===== src/rtl/alu_pkg.sv =====
// alu_pkg: shared definitions for the bit-serial ALU engine.
//   - op codes presented on in_op
//   - 1-bit slice output select encodings
//   - FSM state encoding
//   - helpers mapping an op code to slice controls
package alu_pkg;

  localparam logic [2:0] OP_AND = 3'b000;
  localparam logic [2:0] OP_OR  = 3'b001;
  localparam logic [2:0] OP_ADD = 3'b010;
  localparam logic [2:0] OP_SUB = 3'b110;
  localparam logic [2:0] OP_SLT = 3'b111;

  localparam logic [1:0] SEL_AND  = 2'b00;
  localparam logic [1:0] SEL_OR   = 2'b01;
  localparam logic [1:0] SEL_SUM  = 2'b10;
  localparam logic [1:0] SEL_LESS = 2'b11;

  typedef enum logic [1:0] {
    ST_IDLE = 2'd0,
    ST_RUN  = 2'd1,
    ST_DONE = 2'd2
  } state_e;

  // SUB and SLT invert B and start with carry 1 (two's complement subtract).
  function automatic logic op_binvert(input logic [2:0] op);
    return (op == OP_SUB) || (op == OP_SLT);
  endfunction

  // Reserved codes run through the AND path; their result is forced to 0 at the end.
  function automatic logic [1:0] op_sel(input logic [2:0] op);
    logic [1:0] sel;
    case (op)
      OP_OR:                  sel = SEL_OR;
      OP_ADD, OP_SUB, OP_SLT: sel = SEL_SUM;
      default:                sel = SEL_AND;
    endcase
    return sel;
  endfunction

endpackage


===== src/rtl/alu_serial_slice.sv =====
// alu_serial_slice: combinational 1-bit ALU slice.
// Ports:
//   a_i, b_i    operand bits
//   cin_i       carry in
//   binvert_i   invert b before use
//   less_i      value routed out when sel_i == SEL_LESS
//   sel_i       output select (AND / OR / SUM / LESS)
//   out_o       selected result bit
//   cout_o      full-adder carry out
module alu_serial_slice
  import alu_pkg::*;
(
  input  logic       a_i,
  input  logic       b_i,
  input  logic       cin_i,
  input  logic       binvert_i,
  input  logic       less_i,
  input  logic [1:0] sel_i,
  output logic       out_o,
  output logic       cout_o
);

  logic b_eff;
  logic sum;

  assign b_eff  = b_i ^ binvert_i;
  assign sum    = a_i ^ b_eff ^ cin_i;
  assign cout_o = (a_i & b_eff) | (a_i & cin_i) | (b_eff & cin_i);

  always_comb begin
    out_o = 1'b0;
    case (sel_i)
      SEL_AND:  out_o = a_i & b_eff;
      SEL_OR:   out_o = a_i | b_eff;
      SEL_SUM:  out_o = sum;
      SEL_LESS: out_o = less_i;
      default:  out_o = 1'b0;
    endcase
  end

endmodule


===== src/rtl/alu_serial_engine.sv =====
// alu_serial_engine: bit-serial ALU sequencer.
// Operands are accepted over in_valid/in_ready, evaluated LSB-first one bit per
// clock through a single alu_serial_slice, and the result is offered over
// out_valid/out_ready.
// Ports:
//   clk, rst_n                 clock, async active-low reset
//   in_valid/in_ready          operand handshake
//   in_a, in_b [WIDTH]         operands
//   in_op [3]                  000 AND, 001 OR, 010 ADD, 110 SUB, 111 SLT
//   out_valid/out_ready        result handshake
//   out_result [WIDTH]         result
//   out_zero, out_cout, out_ovf  result flags
// Build option: define ALU_SERIAL_OVF_EN to compute signed overflow and to use
// the overflow-corrected sign for SLT; otherwise out_ovf is tied 0.
//
// state   | meaning
// --------+-----------------------------------------------------------
// ST_IDLE | in_ready=1, waiting for operands
// ST_RUN  | one operand bit per clock, WIDTH clocks
// ST_DONE | result registered; out_valid follows one clock later and
//         | holds until out_ready
module alu_serial_engine
  import alu_pkg::*;
#(
  parameter int WIDTH = 32
) (
  input  logic             clk,
  input  logic             rst_n,
  input  logic             in_valid,
  output logic             in_ready,
  input  logic [WIDTH-1:0] in_a,
  input  logic [WIDTH-1:0] in_b,
  input  logic [2:0]       in_op,
  output logic             out_valid,
  input  logic             out_ready,
  output logic [WIDTH-1:0] out_result,
  output logic             out_zero,
  output logic             out_cout,
  output logic             out_ovf
);

  localparam int CW = $clog2(WIDTH);

  state_e           state_q, state_d;
  logic [CW-1:0]    cnt_q, cnt_d;
  logic [WIDTH-1:0] a_q, a_d;
  logic [WIDTH-1:0] b_q, b_d;
  logic [WIDTH-1:0] res_q, res_d;
  logic [2:0]       op_q, op_d;
  logic             carry_q, carry_d;
  logic             valid_q, valid_d;
  logic             zero_q, zero_d;
  logic             cout_q, cout_d;
  logic             ovf_q, ovf_d;

  logic             slice_out;
  logic             slice_cout;
  logic             last_bit;
  logic             ovf_raw;
  logic [WIDTH-1:0] sum_full;
  logic [WIDTH-1:0] fin_res;
  logic             fin_cout;
  logic             fin_ovf;

  alu_serial_slice u_slice (
    .a_i       (a_q[0]),
    .b_i       (b_q[0]),
    .cin_i     (carry_q),
    .binvert_i (op_binvert(op_q)),
    .less_i    (1'b0),
    .sel_i     (op_sel(op_q)),
    .out_o     (slice_out),
    .cout_o    (slice_cout)
  );

  assign last_bit = (cnt_q == CW'(WIDTH - 1));
  // Result as it will look after this cycle's shift; on the last bit it is complete.
  assign sum_full = {slice_out, res_q[WIDTH-1:1]};

  // On the last bit carry_q is the carry into the MSB and slice_cout the carry out.
`ifdef ALU_SERIAL_OVF_EN
  assign ovf_raw = carry_q ^ slice_cout;
`else
  assign ovf_raw = 1'b0;
`endif

  always_comb begin
    fin_res  = '0;
    fin_cout = 1'b0;
    fin_ovf  = 1'b0;
    case (op_q)
      OP_AND, OP_OR: begin
        fin_res = sum_full;
      end
      OP_ADD, OP_SUB: begin
        fin_res  = sum_full;
        fin_cout = slice_cout;
        fin_ovf  = ovf_raw;
      end
      OP_SLT: begin
        // sign of a-b, corrected by overflow when that is available
        fin_res  = {{(WIDTH-1){1'b0}}, slice_out ^ ovf_raw};
        fin_cout = slice_cout;
      end
      default: begin
        fin_res = '0;
      end
    endcase
  end

  always_comb begin
    state_d = state_q;
    cnt_d   = cnt_q;
    a_d     = a_q;
    b_d     = b_q;
    res_d   = res_q;
    op_d    = op_q;
    carry_d = carry_q;
    valid_d = valid_q;
    zero_d  = zero_q;
    cout_d  = cout_q;
    ovf_d   = ovf_q;

    case (state_q)
      ST_IDLE: begin
        if (in_valid) begin
          a_d     = in_a;
          b_d     = in_b;
          op_d    = in_op;
          cnt_d   = '0;
          carry_d = op_binvert(in_op);
          state_d = ST_RUN;
        end
      end
      ST_RUN: begin
        a_d     = a_q >> 1;
        b_d     = b_q >> 1;
        res_d   = sum_full;
        carry_d = slice_cout;
        cnt_d   = cnt_q + CW'(1);
        if (last_bit) begin
          res_d   = fin_res;
          zero_d  = (fin_res == '0);
          cout_d  = fin_cout;
          ovf_d   = fin_ovf;
          state_d = ST_DONE;
        end
      end
      ST_DONE: begin
        if (valid_q && out_ready) begin
          valid_d = 1'b0;
          state_d = ST_IDLE;
        end else begin
          valid_d = 1'b1;
        end
      end
      default: begin
        state_d = ST_IDLE;
        valid_d = 1'b0;
      end
    endcase
  end

  always_ff @(posedge clk or negedge rst_n) begin
    if (!rst_n) begin
      state_q <= ST_IDLE;
      cnt_q   <= '0;
      a_q     <= '0;
      b_q     <= '0;
      res_q   <= '0;
      op_q    <= OP_AND;
      carry_q <= 1'b0;
      valid_q <= 1'b0;
      zero_q  <= 1'b0;
      cout_q  <= 1'b0;
      ovf_q   <= 1'b0;
    end else begin
      state_q <= state_d;
      cnt_q   <= cnt_d;
      a_q     <= a_d;
      b_q     <= b_d;
      res_q   <= res_d;
      op_q    <= op_d;
      carry_q <= carry_d;
      valid_q <= valid_d;
      zero_q  <= zero_d;
      cout_q  <= cout_d;
      ovf_q   <= ovf_d;
    end
  end

  assign in_ready   = (state_q == ST_IDLE);
  assign out_valid  = valid_q;
  assign out_result = res_q;
  assign out_zero   = zero_q;
  assign out_cout   = cout_q;
  assign out_ovf    = ovf_q;

endmodule


===== config.mk =====
export PLATFORM = sky130hd
export DESIGN_NAME = alu_serial_engine
export DESIGN_NICKNAME = d
export VERILOG_FILES = /design/src/rtl/alu_pkg.sv /design/src/rtl/alu_serial_slice.sv /design/src/rtl/alu_serial_engine.sv
export SDC_FILE = /design/constraint.sdc
export NUM_CORES = 1
export LEC_CHECK = 0
export CAP_MARGIN = 20
export CORE_MARGIN = 1.5
export CORE_UTILIZATION = 29
export CTS_BUF_LIST = sky130_fd_sc_hd__clkbuf_16
export DETAILED_ROUTE_END_ITERATION = 8
export GPL_TIMING_DRIVEN = 0
export PLACE_DENSITY = 0.49
export RECOVER_POWER = 100
export SYNTH_ARGS = -nofsm -noshare
export SYNTH_HDL_FRONTEND = slang
export SYNTH_SLANG_ARGS = --single-unit
export TNS_END_PERCENT = 30

===== constraint.sdc =====
create_clock -name clk -period 1.95 [get_ports clk]
set_input_delay 0.585 -clock clk [delete_from_list [all_inputs] [get_ports clk]]
set_output_delay 0.585 -clock clk [all_outputs]
set_load 0.02 [all_outputs]

# [Yosys cells after proc, flatten, opt, wreduce, memory -nomap -nowiden]
# Cells that the tools add are included.
# W data, S select, Z words.
[word_totals] word_cells=69 regBits=110 output_inout_bits=37
[op_classes] add_sub_neg=1 n_mux=19 reduce_logical=15 bitwise_logic=9 n_eq_ne=15
[ops] cell="$pmux W32 S2" n=3
[ops] cell="$mux W32" n=3
[ops] cell="$logic_not A32 Y1" n=1
[ops] cell="$eq A3 B3 Y1 const B" n=4
[ops] cell="$pmux W5 S2" n=1
[ops] cell="$eq A2 B2 Y1 const B" n=3
[ops] cell="$mux W2" n=3
[ops] cell="$ne A2 B2 Y1 const B" n=3
[ops] cell="$pmux W2 S3" n=1
[ops] cell="$reduce_and A2 Y1" n=3
[ops] cell="$add A5 B1 Y5 const B" n=1
[ops] cell="$eq A5 B5 Y1 const B" n=1
[ops] cell="$mux W5" n=1
[ops] cell="$eq A2 B1 Y1 const B" n=2
[ops] cell="$logic_not A2 Y1" n=2
[ops] cell="$pmux W1 S2" n=2
[ops] cell="$pmux W1 S4" n=1
[ops] cell="$pmux W2 S2" n=1
[ops] cell="$reduce_or A4 Y1" n=1
[ops] cell="$and A1 B1 Y1" n=3
[ops] cell="$eq A3 B1 Y1 const B" n=1
[ops] cell="$eq A3 B2 Y1 const B" n=1
[ops] cell="$logic_not A3 Y1" n=1
[ops] cell="$mux W1" n=3
[ops] cell="8 further kinds" n=13

# [Depth between registers and ports, before layout]
# Gate-level depths: netlist of the first run.
[logic_depth] word_depth=8 mapped_depth=9 ltp_nobuf=8

# [Modules after synthesis]
# Synthesis of the first run repeated with hierarchy kept, for this count alone.
[hier_totals] cells_unflattened=430 hier_area_um2=4888.4
[by_module_without_submodules] module="alu_serial_engine" cells_each=422 area_per_inst_um2=4800.9 n_inst=1
[by_module_without_submodules] module="alu_serial_slice" cells_each=8 area_per_inst_um2=87.6 n_inst=1

# [Worst setup path after synthesis of the first run]
# No wires, ideal clock.
[synth_path] path_kind="reg2reg" from="register op_q[1]" to="register zero_q, in the netlist out_zero" path_buffers=1 path_stages_with_launch=10 setup_slack_ps=-146 setup_time_ps=92 arrival_time_ps=2004 required_ps=1858 path_cell_list="dfrtp_1 > buf_2 > nand2_1 > xnor2_1 > inv_1 > fa_1 > and4b_1 > nor4_2 > o21ai_1 > o31ai_2"
[synth_between] elab_chain_cells=8 elab_cells_between_ends=21 classes_between="7 x eq/ne; 3 x mux; 5 x bitwise; 6 x reduce/logical"
[synth_lines] element="from (decl)" line_no="alu_serial_engine.sv:49" text="logic [2:0] op_q, op_d;"
[synth_lines] element="from (signal assigned)" line_no="alu_serial_engine.sv:183" text="op_q <= op_d;"
[synth_lines] element="parallel branches: the longest is 6 deep, another holds $pmux W1 S4"
[synth_lines] element="$pmux W32 S2 (*)" line_no="alu_serial_engine.sv:91" text="case (op_q)"
[synth_lines] element="$logic_not A32 Y1 (*)" line_no="alu_serial_engine.sv:143" text="zero_d = (fin_res == '0);"
[synth_lines] element="to (signal assigned)" line_no="alu_serial_engine.sv:186" text="zero_q <= zero_d;"
[synth_lines] element="to (decl)" line_no="alu_serial_engine.sv:52" text="logic zero_q, zero_d;"
# Mark *: on every way between the ends.
# A chain may end at the register's enable or synchronous reset.

# [Final worst setup path of the first run]
# Ends and elaborated chain as after synthesis.

==> results.py, run 1 <==
metrics = {
    "outcome": {
        "outcome": "finished, violations left",
        "failed_checks": "setup timing",
    },
    "place": {
        "dpl_cell_area_sq_mm": 0.00629,
        "place.port_buffers": 106,
        "gp_congestion": 0.721,
        "dp_hpwl_mm": 8.70,
    },
    "power_and_ir_drop": {
        "seqPwrFrac_pct": 39.9,
        "p_int_w": 0.00637,
        "p_per_area_mw_per_mm2": 1540,
        "p_comb_share_pct": 42.3,
        "p_sw_share_pct": 37.4,
        "leakage_nw": 3.25,
        "vdd_drop_max_v": 0.000672,
        "p_sw_w": 0.00380,
        "p_clk_share_pct": 17.8,
    },
    "final_layout": {
        "antennaDiodeCount": 0,
        "regArea_sq_mm": 0.00275,
        "drive_above_1_share_pct": 10.7,
        "final_area_sq_mm": 0.00663,
        "nFillCells": 1661,
        "layout.nets": 642,
        "multi_input_area_sq_mm": 0.00203,
        "area_growth_syn_to_layout_pct": 35.0,
    },
    "sta": {
        "fin_crit_sh_pct": 106,
        "whs_ns": 0.422,
        "setup_ws_ns": -0.108,
        "setup_viol": 2,
        "fmax_ghz": 0.486,
        "rsz0062_at_grt": "yes",
        "period_needed_ns": 2.06,
        "final.setup_skew_ns": 0.0123,
        "slew_headroom_pct": 28.9,
        "finalMaxSlewViolations": 0,
        "hold_viol": 0,
        "tightestPinTransition_ns": 1.07,
    },
    "die": {
        "num_rows": 47,
        "initial_core_util_pct": 29.6,
        "die_h_um": 133,
        "dieArea_sq_mm": 0.0177,
        "die_w_um": 133,
        "io-pin-count": 108,
        "core_area_sq_mm": 0.0166,
    },
    "synth": {
        "avgSynthCellArea_sq_um": 11.1,
        "syn_area_sq_mm": 0.00491,
        "synthCells": 441,
        "yosysWarningCount": 0,
        "yosys_register_bits": 110,
        "synth-main-ff-cell": "dfrtp_1",
        "async_flop_share_pct": 100,
        "synth-edff-count": 0,
        "seq_area_frac_synth_pct": 56.1,
        "ys_types": 40,
        "syn-num-nets": 517,
    },
    "clock_network": {
        "ctsHoldBuffers": 0,
        "cts-htree-levels": 3,
        "cts_root_buffer": "clkbuf_16",
        "cts_buffers": 9,
        "cts_num_sinks": 110,
        "clk_latency_ns": 0.36,
        "clock_path_buffers": 2,
        "path_clk_slew_ns": 0.07,
        "cts_tree": "yes",
    },
    "drt": {
        "post_drt_wl_per_cell_um": 15.4,
        "vias_per_cell": 4.68,
        "drcViolationCount": 0,
        "totalWireLength_mm": 12.1,
        "postRouteAntennaNets": 0,
        "dr_total_vias": 3704,
        "drtPass1Iterations": 4,
        "drt-initial-drc-count": 107,
    },
    "critical_path": {
        "start_kind": "register",
        "crit_arrival_ns": 2.33,
        "critPathMaxFanout": 4,
        "endpoint_kind": "register",
        "path_class": "reg -> reg",
        "required_ns": 2.22,
    },
    "global_routing": {
        "grt_busiest_layer": "met2",
        "met3_usage_pct": 4.56,
        "grt_pass1_wl_mm": 20.4,
        "grt_pass1_vias": 3938,
        "grt_use_met2_pct": 23.1,
        "grt_remaining_overflow": 0,
        "met1_usage_pct": 19.0,
        "antenna_found_initial": 0,
        "grt_start_max_net_pins": 70,
        "grtUsageTotal_pct": 14.6,
    },
    "worst_hold_path": {
        "hp-class": "in -> async",
    },
    "run": {
        "drv_cap": 0,
    },
}
-- registers in the layout (all words and copies together), names as in the netlist --
| name | flops |
|---|---|
| a_q | 32 |
| b_q | 32 |
| out_result | 32 |
| cnt_q | 5 |
| op_q | 3 |
| state_q | 2 |
| carry_q | 1 |
| out_cout | 1 |
| out_valid | 1 |
| out_zero | 1 |
-- timing repair --
| item | in CTS | in global routing |
|---|---|---|
| resized for setup | 44 | 14 |
| buffers inserted | 6 | 3 |
| setup endpoints to repair | 77 | 55 |
| pin swaps | 4 | 3 |
-- per-stage QoR --
stage | total power, W | util [%] | worst slack, ns | setup TNS (ns) | cells
after global routing | 0.0110 | 40.0 | -0.234 | -2.48 | 791
after global placement | 0.00822 | 37.8 | -4.16 | -482.78 | 767
after CTS | 0.0102 | 39.8 | -0.140 | -0.187 | 790
after detailed placement | 0.00835 | 37.9 | -0.511 | -27.42 | 768
after floorplan | 0.00680 | - | -0.0136 | -0.0136 | 441
final | 0.0102 | 40.0 | -0.108 | -0.108 | 791
-- critical path: stages, from the launching register on --
cell,delay (ns)
dfrtp_1,0.42
nand2_4,0.09
xnor2_4,0.17
inv_2,0.06
fa_1,0.54
and4b_1,0.23
nor4_2,0.17
o21ai_1,0.12
o31ai_2,0.17
-- cells in the mapped netlist, types with 4 or more instances --
cell | count | area share, %
dfrtp_1 | 110 | 56
nand2_1 | 70 | 5.4
o21ai_1 | 64 | 6.5
mux2i_1 | 62 | 13
a22o_1 | 36 | 6.4
buf_2 | 11 | 1.1
clkbuf_1 | 11 | 0.84
nor2_1 | 8 | 0.61
a21oi_1 | 7 | 0.71
inv_1 | 7 | 0.54
o21ai_0 | 7 | 0.71
nor4_1 | 6 | 0.77
buf_4 | 5 | 0.77
buf_6 | 4 | 0.92
ha_1 | 4 | 1.0
nor2b_1 | 4 | 0.51
-- logic make-up (layout without fill, tap and decap cells) --
kind of cell,Yosys count,in the layout,synth area share (%)
AOI/OAI and AO/OA,122,122,15.9
DFF,110,110,56.1
and+or+nand+nor,100,100,9.05
muxes,64,64,13.1
buffers and inverters,38,168,4.18
adders and majority gates,5,5,1.43
other,1,1,0.0764
xor gates and xnor gates,1,1,0.179
-- final cells by class --
class / instances / area share [%]
multi-input combinational: 293 / 30.6
inverter: 7 / 0.397
timing repair buffer: 115 / 16.3
clock inverter: 7 / 0.888
clock buffer: 9 / 3.40
tap: 220 / 4.15
buffer: 30 / 2.68
sequential: 110 / 41.6
-- cells in the final DEF, fill, tap and decap left out, types with 2 or more instances in the layout --
master | netlist | routed
a21oi_2 | 0 | 3
clkbuf_2 | 0 | 8
a21oi_1 | 7 | 4
nand2_1 | 70 | 69
dlygate4sd2_1 | 0 | 33
or3_1 | 2 | 2
o21ai_1 | 64 | 65
a22o_1 | 36 | 36
dfrtp_1 | 110 | 109
dlygate4sd3_1 | 0 | 2
buf_6 | 4 | 5
clkbuf_1 | 11 | 9
nor2_1 | 8 | 6
ha_1 | 4 | 3
clkbuf_16 | 0 | 9
nor4_1 | 6 | 6
o21ai_0 | 7 | 6
buf_2 | 11 | 6
nor2b_1 | 4 | 4
mux2i_1 | 62 | 62
clkdlybuf4s50_1 | 0 | 68
inv_1 | 7 | 9
buf_4 | 5 | 12
-- path summary, 6_finish.rpt --
| path | slack (ns) | to | depth (start not counted) | start |
|---|---|---|---|---|
| max | -0.11 | out_zero | 8 | op_q[1] |
| min | 0.42 | out_valid | 1 | rst_n |
| max reg2reg | -0.11 | out_zero | 8 | op_q[1] |
| min reg2reg | 0.48 | out_cout | 2 | out_cout |
| max in group asynchronous | 0.32 | op_q[2] | 2 | rst_n |
| min in group clk | 0.48 | out_cout | 2 | out_cout |
-- power by group through the flow --
| stage | Sequential [W] | Combinational [W] | Clock, W |
|---|---|---|---|
| finish | 0.00406 | 0.00431 | 0.00181 |
| global placement | 0.00407 | 0.00415 | 0 |
| CTS | 0.00406 | 0.00426 | 0.00187 |
| detailed placement | 0.00410 | 0.00425 | 0 |
| floorplan | 0.00423 | 0.00257 | 0 |
| global route | 0.00421 | 0.00479 | 0.00195 |
-- layer usage --
layer  part of all wire (%)  wire length [um]
met2                     45              5480
met4                    1.3               155
met3                    6.3               763
met1                     47              5750
met5                      0                 0
Power figures use the tool's default switching activity.
==> run 2: changes to the inputs <==
- CAP_MARGIN: 20 -> 5
==> results of run 2 <==
No change in the layout: final DEF, timing and power equal those of run 1.
